$ cat config.mk
export PLATFORM = sky130hd
export DESIGN_NAME = dds_osc
export DESIGN_NICKNAME = d
export VERILOG_FILES = /design/src/rtl/sound_pkg.sv /design/src/rtl/sine_qlut.sv /design/src/rtl/dds_osc.sv
export SDC_FILE = /design/constraint.sdc
export NUM_CORES = 1
export LEC_CHECK = 0
export ABC_AREA = 1
export ABC_CLOCK_PERIOD_IN_PS = 9450
export BUFFER_PORTS_ARGS = -buffer_cell sky130_fd_sc_hd__buf_2
export CORE_MARGIN = 2
export CORE_UTILIZATION = 64
export DETAILED_ROUTE_END_ITERATION = 12
export MAX_ROUTING_LAYER = met4
export PLACE_DENSITY = 0.91
export REMOVE_ABC_BUFFERS = 1
export SLEW_MARGIN = 20
export SYNTH_ARGS = -nofsm -noshare
export SYNTH_HDL_FRONTEND = slang
export SYNTH_SLANG_ARGS = --single-unit
$ cat constraint.sdc
create_clock -name clk -period 9.45 [get_ports clk]
set_input_delay 1.89 -clock clk [delete_from_list [all_inputs] [get_ports clk]]
set_output_delay 1.89 -clock clk [all_outputs]
set_load 0.05 [all_outputs]
$ cat src/rtl/sound_pkg.sv
// sound_pkg: shared definitions for the oscillator blocks.
//   wave_e  : waveform select encoding (SINE, SQUARE, TRI, SAW)
//   sine_q  : elaboration-time quarter-wave table entry,
//             round(MAX * sin(pi/2 * k / 2^lut_aw)), MAX = 2^out_w - 1
package sound_pkg;

  typedef enum logic [1:0] {
    SINE   = 2'd0,
    SQUARE = 2'd1,
    TRI    = 2'd2,
    SAW    = 2'd3
  } wave_e;

  // Taylor series on [0, pi/2]; 12 terms is far below double rounding there.
  function automatic int sine_q(input int k, input int lut_aw, input int out_w);
    real x, term, s, mx;
    x    = (3.14159265358979323846 / 2.0) * (real'(k) / real'(1 << lut_aw));
    term = x;
    s    = x;
    for (int n = 1; n <= 12; n++) begin
      term = -term * x * x / (real'(2 * n) * real'(2 * n + 1));
      s    = s + term;
    end
    mx = real'((1 << out_w) - 1);
    return $rtoi(mx * s + 0.5);
  endfunction

endpackage

$ cat src/rtl/sine_qlut.sv
// sine_qlut: combinational quarter-wave sine table.
//   i_idx : table index 0 .. 2^LUT_AW (the extra top entry holds MAX so the
//           mirrored quadrants can address the peak directly)
//   o_mag : unsigned magnitude, OUT_W bits
module sine_qlut #(
  parameter int OUT_W  = 9,
  parameter int LUT_AW = 6
) (
  input  logic [LUT_AW:0]  i_idx,
  output logic [OUT_W-1:0] o_mag
);
  import sound_pkg::*;

  localparam int N = (1 << LUT_AW) + 1;

  logic [OUT_W-1:0] w_tab [0:N-1];

  for (genvar k = 0; k < N; k++) begin : g_tab
    localparam int V = sine_q(k, LUT_AW, OUT_W);
    assign w_tab[k] = OUT_W'(V);
  end

  assign o_mag = w_tab[i_idx];

endmodule

$ cat src/rtl/dds_osc.sv
// dds_osc: direct digital synthesis oscillator, sign-split output.
//   clk, reset      : clock, synchronous active-high reset
//   sample_en       : one-cycle sample strobe
//   enable          : run; low clears phase and silences the output
//   wave_sel        : 0 sine, 1 square, 2 triangle, 3 sawtooth
//   tuning          : phase increment per sample
//   amplitude       : unsigned output scale (all ones = unity)
//   pos_out/neg_out : magnitude on the side of the sample's sign, other side 0
//   out_valid       : new sample present (2 edges after the strobe)
//   cycle_start     : this sample's increment carried out of the accumulator
module dds_osc #(
  parameter int OUT_W   = 9,
  parameter int PHASE_W = 16,
  parameter int LUT_AW  = 6,
  parameter int AMP_W   = 8
) (
  input  logic               clk,
  input  logic               reset,
  input  logic               sample_en,
  input  logic               enable,
  input  logic [1:0]         wave_sel,
  input  logic [PHASE_W-1:0] tuning,
  input  logic [AMP_W-1:0]   amplitude,
  output logic [OUT_W-1:0]   pos_out,
  output logic [OUT_W-1:0]   neg_out,
  output logic               out_valid,
  output logic               cycle_start
);
  import sound_pkg::*;

  localparam logic [OUT_W-1:0]  MAX = '1;
  localparam logic [LUT_AW:0]   QTR = (LUT_AW + 1)'(1) << LUT_AW;

  logic [PHASE_W-1:0] r_phase;
  logic [PHASE_W-1:0] r_tuning;
  wave_e              r_wave;
  logic [AMP_W-1:0]   r_amp;

  // stage 1: decoded magnitude/sign plus the amplitude it will be scaled by
  logic               r_s1_vld;
  logic [OUT_W-1:0]   r_s1_mag;
  logic               r_s1_neg;
  logic               r_s1_wrap;
  logic [AMP_W-1:0]   r_s1_amp;

  logic [PHASE_W:0]   w_sum;
  logic               w_carry;
  logic               w_msb;
  logic               w_q0;
  logic [LUT_AW-1:0]  w_i;
  logic [LUT_AW:0]    w_lut_idx;
  logic [OUT_W-1:0]   w_sine;
  logic [OUT_W-1:0]   w_mag;
  logic               w_neg;
  logic               w_load;
  logic [OUT_W+AMP_W-1:0] w_prod;
  logic [OUT_W-1:0]   w_scaled;

  assign w_sum   = {1'b0, r_phase} + {1'b0, r_tuning};
  assign w_carry = w_sum[PHASE_W];
  assign w_msb   = r_phase[PHASE_W-1];
  assign w_q0    = r_phase[PHASE_W-2];
  assign w_i     = r_phase[PHASE_W-3 -: LUT_AW];

  // odd quadrants run the table backwards; i = 0 lands on the MAX entry
  assign w_lut_idx = w_q0 ? (QTR - {1'b0, w_i}) : {1'b0, w_i};

  sine_qlut #(.OUT_W(OUT_W), .LUT_AW(LUT_AW)) u_qlut (
    .i_idx (w_lut_idx),
    .o_mag (w_sine)
  );

  // Top bits of an inverted field equal the inverted top bits, so the
  // triangle/saw folds are done on the OUT_W-bit slice only.
  always_comb begin
    w_mag = '0;
    w_neg = w_msb;
    case (r_wave)
      SINE:   w_mag = w_sine;
      SQUARE: w_mag = MAX;
      TRI:    w_mag = r_phase[PHASE_W-3 -: OUT_W] ^ {OUT_W{w_q0}};
      SAW: begin
        w_mag = r_phase[PHASE_W-2 -: OUT_W] ^ {OUT_W{~w_msb}};
        w_neg = ~w_msb;
      end
      default: ;
    endcase
  end

  // Parameters follow the inputs while idle; while running they only change
  // at a period boundary (or when stalled at zero tuning) to avoid glitches.
  assign w_load = ~enable | (sample_en & (w_carry | (r_tuning == '0)));

  assign w_prod   = {{AMP_W{1'b0}}, r_s1_mag} * {{OUT_W{1'b0}}, r_s1_amp};
  assign w_scaled = (&r_s1_amp) ? r_s1_mag : OUT_W'(w_prod >> AMP_W);

  always_ff @(posedge clk) begin
    if (reset) begin
      r_phase     <= '0;
      r_tuning    <= '0;
      r_wave      <= SINE;
      r_amp       <= '0;
      r_s1_vld    <= 1'b0;
      r_s1_mag    <= '0;
      r_s1_neg    <= 1'b0;
      r_s1_wrap   <= 1'b0;
      r_s1_amp    <= '0;
      pos_out     <= '0;
      neg_out     <= '0;
      out_valid   <= 1'b0;
      cycle_start <= 1'b0;
    end else begin
      if (w_load) begin
        r_tuning <= tuning;
        r_wave   <= wave_e'(wave_sel);
        r_amp    <= amplitude;
      end

      if (!enable) begin
        r_phase   <= '0;
        r_s1_vld  <= 1'b0;
        r_s1_mag  <= '0;
        r_s1_neg  <= 1'b0;
        r_s1_wrap <= 1'b0;
        r_s1_amp  <= '0;
      end else if (sample_en) begin
        r_phase   <= w_sum[PHASE_W-1:0];
        r_s1_vld  <= 1'b1;
        r_s1_mag  <= w_mag;
        r_s1_neg  <= w_neg;
        r_s1_wrap <= w_carry;
        r_s1_amp  <= r_amp;
      end else begin
        r_s1_vld  <= 1'b0;
      end

      // stage 2 reloads every cycle; stage 1 holds its data between strobes
      out_valid   <= r_s1_vld;
      cycle_start <= r_s1_vld & r_s1_wrap;
      pos_out     <= r_s1_neg ? '0 : w_scaled;
      neg_out     <= r_s1_neg ? w_scaled : '0;
    end
  end

endmodule

After elaboration in Yosys (flattened, before gate mapping)
Memory sizes are Yosys's and may differ from the RTL's.
Cells that the tools add are included.
{"block": "word_totals", "ff_bits": 82, "mem_bits_ro": 1152, "in_bits": 30, "output_inout_bits": 20, "wordCells": 44, "memories": 1}
{"block": "classes", "addsub": 2, "n_mul": 1, "magnitude_cmp": 1, "n_eq_ne": 3, "muxes": 7, "bitwise": 10, "reduce_logical": 6}
{"name": "(name not given)", "words": 128, "word_bits": 9, "rd": 1, "rd_clocked_by_memory_dff": 0, "wr": 0, "line_no": "sine_qlut.sv:23", "source": "assign o_mag = w_tab[i_idx];"}
{"operator": "$pmux 9 s4", "n": 1}
{"operator": "$mux 9", "n": 3}
{"operator": "$xor 9x9->9", "n": 2}
{"operator": "$add 16x16->17", "n": 1}
{"operator": "$mul 9x8->17", "n": 1}
{"operator": "$logic_not 16->1", "n": 1}
{"operator": "$ge 8x8->1 const B", "n": 1}
{"operator": "$not 7->8", "n": 1}
{"operator": "$reduce_and 8->1", "n": 1}
{"operator": "$mux 7", "n": 1}
{"operator": "$sub 7x6->7 const A", "n": 1}
{"operator": "$reduce_or 2->1", "n": 3}
{"operator": "$eq 2x2->1 const B", "n": 2}
{"operator": "$not 1->1", "n": 3}
{"operator": "$and 1x1->1", "n": 2}
{"operator": "$eq 2x1->1 const B", "n": 1}
{"operator": "$logic_not 2->1", "n": 1}
{"operator": "$mux 1", "n": 2}
{"operator": "$or 1x1->1", "n": 2}

Logic depth before layout (Yosys ltp)
{"block": "logic_depth", "depth_word": 7, "ltp_mapped": 23, "ltp_nobuf": 22}

Cells and area by module
A second synthesis with hierarchy kept.
{"block": "unflattened", "hier_cells": 1198, "area_unflattened_um2": 7758.7}
{"module": "dds_osc", "instances": 1, "cells_per_inst": 1034, "area_each_um2": 6889.1, "seq_area_each_um2": 1641.6}
{"module": "sine_qlut", "instances": 1, "cells_per_inst": 164, "area_each_um2": 869.6, "seq_area_each_um2": 0.0}

Least setup slack after synthesis
OpenSTA, ideal clock, no wires.
{"block": "synth_path", "kind": "reg2reg", "from": "register r_s1_amp[6]", "to": "register pos_out[7]", "setup_ns": 0.126, "arrival_ns": 3.964, "required_time_ns": 9.324, "setup_slack_ns": 5.360, "path_stages_with_launch": 19, "path_buffers": 1, "synth_period_minus_slack_ns": 4.090, "path_cell_list": "dfxtp_1 clkbuf_1 nand2_1 inv_1 fa_1 fa_1 fa_1 inv_1 fa_1 inv_1 ha_1 a21oi_1 o21ai_0 a21oi_1 nand2_1 nand2_1 nand3_1 o21ai_0 nor2_1"}
{"block": "synth_between", "elab_chain_len": 2, "elab_cells_between_ends": 3, "cone_classes": "mul: 1; mux: 1; reduce/logical: 1"}
{"item": "start, declared", "line_no": "dds_osc.sv:44", "source": "logic [AMP_W-1:0] r_s1_amp;"}
{"item": "start signal, assigned", "line_no": "dds_osc.sv:132", "source": "r_s1_amp <= r_amp;"}
{"item": "$mul 9x8->17 or $reduce_and 8->1 (tied branches)", "line_no": "dds_osc.sv:94, dds_osc.sv:95"}
{"item": "$mux 9 *", "line_no": "dds_osc.sv:95", "source": "assign w_scaled = (&r_s1_amp) ? r_s1_mag : OUT_W'(w_prod >> AMP_W);"}
{"item": "end signal, assigned", "line_no": "dds_osc.sv:140", "source": "pos_out <= r_s1_neg ? '0 : w_scaled;"}
{"item": "end, declared", "line_no": "dds_osc.sv:24", "source": "output logic [OUT_W-1:0] pos_out,"}
Every way passes the cells marked *; elsewhere a longest branch is shown, timed or not.
A chain may end at the register's enable or synchronous reset.

Final worst setup path
{"block": "layout_path", "from": "register r_s1_mag[2]", "to": "register neg_out[8]"}
{"block": "layout_between", "elab_chain_len": 2}
{"item": "start, declared", "line_no": "dds_osc.sv:41", "source": "logic [OUT_W-1:0] r_s1_mag;"}
{"item": "start signal, assigned", "line_no": "dds_osc.sv:129", "source": "r_s1_mag <= w_mag;"}
{"item": "$mul 9x8->17", "line_no": "dds_osc.sv:94", "source": "assign w_prod = {{AMP_W{1'b0}}, r_s1_mag} * {{OUT_W{1'b0}}, r_s1_amp};"}
{"item": "$mux 9", "line_no": "dds_osc.sv:95"}
{"item": "end signal, assigned", "line_no": "dds_osc.sv:141", "source": "neg_out <= r_s1_neg ? w_scaled : '0;"}
{"item": "end, declared", "line_no": "dds_osc.sv:25", "source": "output logic [OUT_W-1:0] neg_out,"}
No other way between the ends.

==> results.md <==
- Layout Nets: 1,303
- Total track usage: 0.304
- Largest net degree at the start of global routing: 54
- Antenna viol nets, final: 0
- Clk_skew: 0.00810 ns
- CP arrival: 4.76 ns
- Measured slew at the worst slew-check pin: 0.857 ns
- Initial Util: 0.662
- Row Count: 39
- Fin crit period: 4.48 ns
- Logic pwr share: 0.207
- Area of placed instances: 7800 um2
- Synth warn: 0
- Number of failing hold endpoints at the final stage: 0
- Clk sinks: 82
- Commonest non-fill, non-tap cells in the layout: nand2_1, inv_1, nand3_1
- Avg Inst Size Synth: 6.60 um2
- DR pass1 iterations: 6
- Post-CTS setup buffers: 0
- Sequential power share: 0.430
- # resized after CTS: 0
- Port-buffer cells: 49
- TritonCTS clock tree: yes
- RSZ-0062 raised after global routing: false
- Clock transition at path regs: 0.06 ns
- Worst rel slew slack: 0.428
- Number of global-route vias before repair: 6,798
- Pwr/cell area: 111 nW/um2
- Post-Route WL: 17,800 um
- Startpoint types: register
- Setup TNS: 0 ns
- Status: finished, final reports clean
- Worst Setup End Kind: register
- Post-synthesis register bit count: 82
- Initial antenna violation count: 0
- Global-route wire length before repair: 31,300 um
- Top Ports: 50
- Synth-to-Final Area Change: 5.61%
- Setup violators final: 0
- # hold bufs at CTS: 0
- Global route overflow: 0
- Max VDD drop: 0.162 mV
- Max Cap Viol: 0
- Wire per inst: 13.6 um
- TritonCTS Buffers: 9
- Register area: 1640 um2
- Synth unique cells: 45
- Crit share post-route: 0.474
- Cell count after synthesis: 1,160
- Inserted Diodes: 0
- Dpl hpwl: 13,300 um
- Leakage power: 4.75 nW
- Post-Syn Area: 7650 um2
- Crit Path Class: reg -> reg
- Fin. max-slew vios: 0
- Fillcell total: 983
- Die Footprint: 12,800 um2
- Clk buf depth: 2
- CP Max Fanout: 10
- Psw: 292 uW
- Global placement routability congestion: 0.974
- Chip height: 113 um
- Worst Path Required: 9.73 ns
- FMAX: 223 MHz
- Die Width: 113 um
- Root Buffer: clkbuf_16
- Via density: 5.61
- Sequential cell area fraction in the yosys report: 0.214
- Worst Hold Class: reg -> reg
- Worst-Skew Late Latency: 0.35 ns
- Initial DRC count: 853
- # DRC: 0
- Most common cell after layout, fill and taps aside: nand2_1
- Htree depth: 3
- Area of the core: 11,600 um2
- Clock power share: 0.363
- Sw Share: 0.325
- Layout cells sized above 1: 0.0801
- Multi-input combinational cell area: 4940 um2
- Via count: 7,381
- P_int: 607 uW
- Post-route cell area: 8080 um2
- Pwr Total: 899 uW
cell usage after synthesis, drive strengths merged:
library cell,count,area share
xor2,10,0.011
a21oi,105,0.070
fa,42,0.11
a211oi,3,0.0029
clkbuf,30,0.015
a311oi,5,0.0057
nand2,286,0.14
dfxtp,82,0.21
or2,4,0.0033
a21o,6,0.0059
nor2,93,0.047
xnor2,3,0.0034
ha,63,0.10
nand3b,5,0.0049
o21bai,6,0.0059
nor3b,1,0.00098
a221oi,1,0.0011
a31oi,2,0.0016
buf,23,0.022
o211ai,1,0.00098
o31ai,2,0.0020
clkinv,2,0.00098
nand4,6,0.0049
o21ai,56,0.038
inv,207,0.10
nand3,106,0.072
a21boi,1,0.00098
nor4,4,0.0033
nor3,5,0.0033
critical path: stages (launching register included):
cell and delay [ns]:
dfxtp_1 0.61, nand2_1 0.13, inv_1 0.10, fa_1 0.42, fa_1 0.52, fa_1 0.55, inv_1 0.06, fa_1 0.53
inv_1 0.04, ha_1 0.35, a21oi_1 0.32, o21ai_0 0.14, a21oi_1 0.14, nand2_1 0.08, nor2_1 0.08, nand3b_1 0.10
o21ai_0 0.11, nor2_1 0.11
sequential cells by signal, summed over array words and instances, names as in the netlist:
register	count
cycle_start	1
neg_out	9
out_valid	1
pos_out	9
r_amp	8
r_phase	16
r_s1_amp	8
r_s1_mag	9
r_s1_neg	1
r_s1_vld	1
r_s1_wrap	1
r_tuning	16
r_wave	2
power groups by stage:
stage,clock (mW),sequential [mW],combinational [mW]
after floorplan,0,0.387,0.135
after global placement,0,0.392,0.178
after detailed placement,0,0.393,0.182
after CTS,0.331,0.385,0.184
after global routing,0.348,0.388,0.212
final,0.327,0.387,0.186
layout make-up:
type | instances | share of cell area
Clock inverter | 6 | 0.00604
Multi-Input combinational cell | 816 | 0.612
Inverter | 209 | 0.0974
Timing Repair Buffer | 50 | 0.0313
Clock buffer | 10 | 0.0283
Tap cell | 143 | 0.0221
Sequential cell | 82 | 0.203
through the flow:
stage / worst slack, ns / instances / hold slack [ns] / utilization
final: 4.97 / 1316 / 0.419 / 0.699
after global routing: 4.64 / 1316 / 0.473 / 0.699
after CTS: 5.01 / 1316 / 0.423 / 0.699
after detailed placement: 5.06 / 1300 / 0.414 / 0.675
after global placement: 5.14 / 1300 / 0.411 / 0.675
after floorplan: 5.47 / 1107 / 0.403 / -
metal layers:
metal	GRT usage	share of wire	wire [um]
met1	0.406	0.43	7700
met5	-	0	0
met3	0.0557	0.086	1530
met4	0.0984	0.025	439
met2	0.471	0.46	8160
logic make-up (layout without fill, tap and decap cells):
| group | Yosys count | after routing | synth area share |
|---|---|---|---|
| flops | 82 | 82 | 0.214 |
| compound gates | 188 | 188 | 0.134 |
| fa+ha+maj | 105 | 105 | 0.213 |
| xor+xnor | 13 | 13 | 0.0149 |
| simple gates | 510 | 510 | 0.284 |
| buf+inv | 262 | 275 | 0.139 |
final timing paths:
path | startpoint | endpoint | slack (ns) | depth (start not counted)
max reg2reg | r_s1_mag[2] | neg_out[8] | 4.97 | 17
min reg2reg | r_s1_vld | out_valid | 0.42 | 2
min | r_s1_vld | out_valid | 0.42 | 2
max | r_s1_mag[2] | neg_out[8] | 4.97 | 17
Note: power is estimated with default switching activity, not from simulation.
